--- src/rtl/alu_top.sv ---
// Single-cycle registered ALU: arithmetic, logic, compare and shift units share operands A/B.
// ALU_FUN[3:2] picks the unit, ALU_FUN[1:0] the operation; only the selected unit drives its outputs.
module alu_top #(
    parameter int unsigned WIDTH = 16
) (
    input  logic             Clk,
    input  logic             RST,
    input  logic [WIDTH-1:0] A,
    input  logic [WIDTH-1:0] B,
    input  logic [3:0]       ALU_FUN,
    output logic [WIDTH-1:0] Arith_OUT,
    output logic             Carry_OUT,
    output logic [WIDTH-1:0] Logic_OUT,
    output logic [WIDTH-1:0] CMP_OUT,
    output logic [WIDTH-1:0] SHIFT_OUT,
    output logic             Arith_Flag,
    output logic             Logic_Flag,
    output logic             CMP_Flag,
    output logic             SHIFT_Flag
);

    typedef enum logic [1:0] {
        UnitArith = 2'b00,
        UnitLogic = 2'b01,
        UnitCmp   = 2'b10,
        UnitShift = 2'b11
    } unit_e;

    unit_e            unit;
    logic [WIDTH-1:0] arith_d;
    logic             carry_d;
    logic [WIDTH-1:0] logic_d;
    logic [WIDTH-1:0] cmp_d;
    logic [WIDTH-1:0] shift_d;
    logic             arith_flag_d;
    logic             logic_flag_d;
    logic             cmp_flag_d;
    logic             shift_flag_d;

    assign unit = unit_e'(ALU_FUN[3:2]);

    // Non-selected units stay at zero, so every result defaults to 0 here.
    always_comb begin
        arith_d      = '0;
        carry_d      = 1'b0;
        logic_d      = '0;
        cmp_d        = '0;
        shift_d      = '0;
        arith_flag_d = 1'b0;
        logic_flag_d = 1'b0;
        cmp_flag_d   = 1'b0;
        shift_flag_d = 1'b0;

        unique case (unit)
            UnitArith: begin
                arith_flag_d = 1'b1;
                unique case (ALU_FUN[1:0])
                    2'b00: {carry_d, arith_d} = {1'b0, A} + {1'b0, B};
                    2'b01: begin
                        arith_d = A - B;
                        carry_d = (A < B);
                    end
                    2'b10: arith_d = A * B;
                    2'b11: arith_d = (B == '0) ? '0 : A / B;
                    default: ;
                endcase
            end
            UnitLogic: begin
                logic_flag_d = 1'b1;
                unique case (ALU_FUN[1:0])
                    2'b00: logic_d = A & B;
                    2'b01: logic_d = A | B;
                    2'b10: logic_d = ~(A & B);
                    2'b11: logic_d = ~(A | B);
                    default: ;
                endcase
            end
            UnitCmp: begin
                cmp_flag_d = 1'b1;
                unique case (ALU_FUN[1:0])
                    2'b00: cmp_d = '0;
                    2'b01: cmp_d = (A == B) ? WIDTH'(1) : '0;
                    2'b10: cmp_d = (A > B) ? WIDTH'(2) : '0;
                    2'b11: cmp_d = (A < B) ? WIDTH'(3) : '0;
                    default: ;
                endcase
            end
            UnitShift: begin
                shift_flag_d = 1'b1;
                unique case (ALU_FUN[1:0])
                    2'b00: shift_d = A >> 1;
                    2'b01: shift_d = A << 1;
                    2'b10: shift_d = B >> 1;
                    2'b11: shift_d = B << 1;
                    default: ;
                endcase
            end
            default: ;
        endcase
    end

    always_ff @(posedge Clk or negedge RST) begin
        if (!RST) begin
            Arith_OUT  <= '0;
            Carry_OUT  <= 1'b0;
            Logic_OUT  <= '0;
            CMP_OUT    <= '0;
            SHIFT_OUT  <= '0;
            Arith_Flag <= 1'b0;
            Logic_Flag <= 1'b0;
            CMP_Flag   <= 1'b0;
            SHIFT_Flag <= 1'b0;
        end else begin
            Arith_OUT  <= arith_d;
            Carry_OUT  <= carry_d;
            Logic_OUT  <= logic_d;
            CMP_OUT    <= cmp_d;
            SHIFT_OUT  <= shift_d;
            Arith_Flag <= arith_flag_d;
            Logic_Flag <= logic_flag_d;
            CMP_Flag   <= cmp_flag_d;
            SHIFT_Flag <= shift_flag_d;
        end
    end

endmodule

--- config.mk ---
export PLATFORM = sky130hd
export DESIGN_NAME = alu_top
export DESIGN_NICKNAME = d
export VERILOG_FILES = /design/src/rtl/alu_top.sv
export SDC_FILE = /design/constraint.sdc
export NUM_CORES = 1
export LEC_CHECK = 0
export CAP_MARGIN = 5
export CORE_UTILIZATION = 58
export DETAILED_ROUTE_END_ITERATION = 10
export PLACE_DENSITY = 0.91
export SYNTH_ARGS = -nofsm -noshare
export SYNTH_HDL_FRONTEND = slang
export SYNTH_SLANG_ARGS = --single-unit
--- constraint.sdc ---
create_clock -name Clk -period 0.8 [get_ports Clk]
set_input_delay 0.12 -clock Clk [delete_from_list [all_inputs] [get_ports Clk]]
set_output_delay 0.12 -clock Clk [all_outputs]
set_load 0.1 [all_outputs]
==> results of run 1 <==
per-stage QoR:
stage                     area (um^2)  utilization  setup TNS (ns)  instances
after global placement          22250       0.8760         -235.24       2870
after CTS                       23640       0.9308         -228.22       2919
after floorplan                 16760            -         -192.80       1939
after detailed placement        22250       0.8760         -256.57       2870
cell families after synthesis:
kind of cell | count (synthesis) | synth area share
compound gates | 492 | 0.2174
simple gates | 574 | 0.1799
other cells | 1 | 0.0002474
xor+xnor | 145 | 0.08377
fa+ha+maj | 318 | 0.3031
flops | 55 | 0.09079
buf+inv | 289 | 0.07659
mux | 52 | 0.04820
metal layers:
| metal | track usage | overflow |
|---|---|---|
| met5 | 0.6402 | 8 |
| met4 | 0.9891 | 252 |
| met3 | 0.8288 | 36 |
| met2 | 1.083 | 584 |
| met1 | 0.8885 | 30 |
timing repair:
| action | CTS |
|---|---|
| setup endpoints to repair | 109 |
| resized for setup | 250 |
| buffers inserted | 40 |
| endpoints found under the hold margin | 55 |
| pin swaps | 66 |
| hold buffers | 1 |
==> reports/summary.txt, run 1 <==
Outcome: stopped before the end
Stopped at: global routing
Err: [ERROR GRT-0116] Global routing finished with congestion. Check the congestion regions in the DRC Viewer.
Number of I/O pins: 107
Number of I/O port buffers: 92
DP Wirelength: 61290 um
FFs w/ async S/R, synth: 1.000
Pre-CTS WS: -25.89 ns
Synth top area cells: ha_1 19%, fa_1 11%, dfrtp_1 9.1%
Die width: 163.7 um
Clock root buffer master: clkbuf_16
Clk buf depth: 2
CTS Buf Count: 5
Area leader, netlist: ha_1
Most numerous cell in the Yosys netlist: ha_1
Clk sinks: 55
Synth cell types: 89
Synth Register Bits: 55
Grt total ovfl: 910
Gate Count Post-Synth: 1926
# rows: 58
GRT Total Usage: 0.9366
Post-synthesis cell area: 15160 um^2
Most frequent cells after synthesis: 236 x ha_1, 184 x inv_1, 181 x nor2_1
Number of global-route vias before repair: 28030
GPL Wtd Cong: 1.120
Largest net degree at the start of global routing: 29
Die extent in y: 163.7 um
Synth warn: 0
Top FF cell, synth: dfrtp_1
Starting Density: 0.5968
CTS H-tree depth: 2
Syn avg cell area: 7.871 um^2
First-pass GRT wire length: 189700 um
Post-synthesis sequential area ratio: 0.09079
Post-synth EDFFs: 0
Yosys top cell area share: 0.1948
==> run 2, diff against run 1 <==
--- a/config.mk
+++ b/config.mk
@@ -6,9 +6,9 @@
 export NUM_CORES = 1
 export LEC_CHECK = 0
 export CAP_MARGIN = 5
-export CORE_UTILIZATION = 58
+export CORE_UTILIZATION = 40
 export DETAILED_ROUTE_END_ITERATION = 10
-export PLACE_DENSITY = 0.91
+export PLACE_DENSITY_LB_ADDON = 0.15
 export SYNTH_ARGS = -nofsm -noshare
 export SYNTH_HDL_FRONTEND = slang
 export SYNTH_SLANG_ARGS = --single-unit
==> run 2 against run 1 <==
Effect of this change: the flow now finishes, with violations (setup timing); synthesized cell count unchanged; synthesized area unchanged.
==> reports/summary.txt, run 2 <==
Synth Area in Adders: 0.3031
CTS tree: yes
Final nets: 3093
Fin Hold WS: 0.2236 ns
Clk buf depth: 2
FFs w/ async S/R, synth: 1.000
Die footprint: 38680 um^2
Max-Cap Viols: 0
Failing checks: setup timing
Min Tclk post-route: 24.57 ns
Maximum vdd drop: 3.405 mV
Worst slew margin: 0.6438
Clk sinks: 55
Clock root buffer master: clkbuf_16
Largest family of logic cells by synthesized area: adder cells
Syn avg cell area: 7.871 um^2
Reg clk slew, reported paths: 0.07 ns
Total power: 49.26 mW
GPL Wtd Cong: 0.9934
Die width: 196.7 um
Post-synthesis sequential area ratio: 0.09079
DR DRC count: 0
WS Path Type: input pin to flip-flop
Worst path required time: 1.00 ns
DP Wirelength: 51250 um
Synth warn: 0
Via density: 5.617
Routed via count: 18210
Largest net degree at the start of global routing: 56
Top delay family on crit path: compound AO/OA/AOI/OAI gates
Final Slew Violations: 0
Yosys top cell area share: 0.1948
Slowest CP cell: or4_4
Most common cell after layout, fill and taps aside: buf_4
Die extent in y: 196.7 um
Non-Filler Instances: 3242
Mux contribution to synthesized area: 0.04820
Pwr/cell area: 1866 nW/um^2
Pre-CTS WS: -24.40 ns
Grt total ovfl: 0
Drt total wl: 69580 um
Antenna cells: 0
ANT nets after route: 0
Hold Path Class: input pin to flip-flop
Post-synthesis compound-gate area fraction: 0.2174
Most frequent cells in the layout: 675 x buf_4, 169 x ha_1, 161 x nor2_1, 155 x inv_1, 147 x nand2_1
Max incr delay on CP: 0.58 ns
Max Used Layer: met5
Initial antenna violation count: 1
Most used cell, CP: buf_4
DR pass1 iterations: 5
Placed cell count: 3063
Synth Register Bits: 55
Setup-failing EPs final: 104
RSZ-0062 raised after global routing: true
Number of global-route vias before repair: 18760
Biggest regs: Arith_OUT (16), Logic_OUT (16), SHIFT_OUT (16)
# rows: 70
Post-synth EDFFs: 0
Outcome: finished with violations
Finished Core Util: 0.7144
Synth top area cells: ha_1 19%, fa_1 11%, dfrtp_1 9.1%
Number of I/O pins: 107
Avg WL per Cell: 21.46 um
Pleak: 12.33 nW
Area Growth Syn to Fin: 74.17%
Top FF cell, synth: dfrtp_1
Core Region: 36960 um^2
Kind of end point of the critical path: flip-flop
Startpoint types: input pin
GRT Total Usage: 0.3521
CTS Buf Count: 5
Post-Synth Simple-Gate Area: 0.1799
Post-Route Setup TNS: -217.83 ns
Max Freq: 40.70 MHz
Starting Density: 0.4102
First-pass GRT wire length: 104900 um
Final worst path period share: 30.71
Number of buffers and inverters on the critical path: 25
Setup ws final: -23.77 ns
Most numerous cell in the Yosys netlist: ha_1
Post-detailed-placement cell area: 22610 um^2
Number of I/O port buffers: 92
M1 wire length: 27710 um
CTS H-tree depth: 2
DR iter-0 viols: 1363
Post-Synth XOR/XNOR Area: 0.08377
Final hold vios: 0
Post-route cell area: 26400 um^2
Routed wire length on met3: 5182 um
CP Data Arrival Time: 24.77 ns
Post-synthesis cell area: 15160 um^2
CP max FO: 6
Area leader, netlist: ha_1
Most frequent cells after synthesis: 236 x ha_1, 184 x inv_1, 181 x nor2_1
Synth cell types: 89
Gate Count Post-Synth: 1926
Share of cells above drive strength 1: 0.4960
Worst Max-Slew Pin Slew: 0.5275 ns
Met2 wire length: 32710 um
run 2: cell counts after synthesis:
No cell type changed its count.
run 2: layer usage:
layer | vias up | GRT usage
li1 | 8356 | -
met4 | 2 | 0.1639
met2 | 791 | 0.6049
met1 | 8827 | 0.4410
met3 | 233 | 0.03970
met5 | - | 0
run 2: cells by family (layout without fill, tap and decap cells):
kind of cell | count (synthesis) | count (layout)
other | 1 | 14
multiplexers | 52 | 52
AO/OA/AOI/OAI | 492 | 492
adder cells (fa/ha/maj) | 318 | 318
flip-flops | 55 | 55
AND/OR/NAND/NOR | 574 | 575
XOR/XNOR | 145 | 145
buffers and inverters | 289 | 1087
run 2: path summary, 6_finish.rpt:
| kind | to | slack (ns) | from | depth (start not counted) |
|---|---|---|---|---|
| hold / removal | Arith_OUT[9] | 0.22 | ALU_FUN[3] | 3 |
| max in group asynchronous | Logic_OUT[15] | 0.19 | RST | 3 |
| min in group asynchronous | Logic_OUT[14] | 0.35 | RST | 3 |
| setup / recovery | Arith_OUT[0] | -23.77 | B[9] | 135 |
run 2: what timing repair did:
item                       in CTS  in global routing
resized for setup             457                207
pin swaps                     139                145
hold buffers                    1                  0
setup buffers                 131                 47
cloned                          3                  1
hold endpoints to repair       55                  0
setup endpoints to repair     110                110
run 2: worst min-delay path: stages:
cell and delay (ns):
dlymetal6s2s_1 0.12, or2_4 0.19, a2111oi_2 0.06
run 2: cell type report:
cell class                      count  area (um^2)
Multi-Input combinational cell   1596        14790
Fill cell                        2802        10560
Timing Repair Buffer              888         8507
Sequential cell                    55         1444
Inverter                          191        879.6
Tap cell                          504        630.6
Clock buffer                        5        125.1
Clock inverter                      3        22.52
run 2: where the power goes:
| group | internal [mW] | switching (mW) | leakage [nW] |
|---|---|---|---|
| clock network | 1.17 | 1.04 | 0.0742 |
| logic | 22.0 | 21.7 | 11.6 |
| registers | 3.09 | 0.228 | 0.659 |
Note: power is estimated with default switching activity, not from simulation.
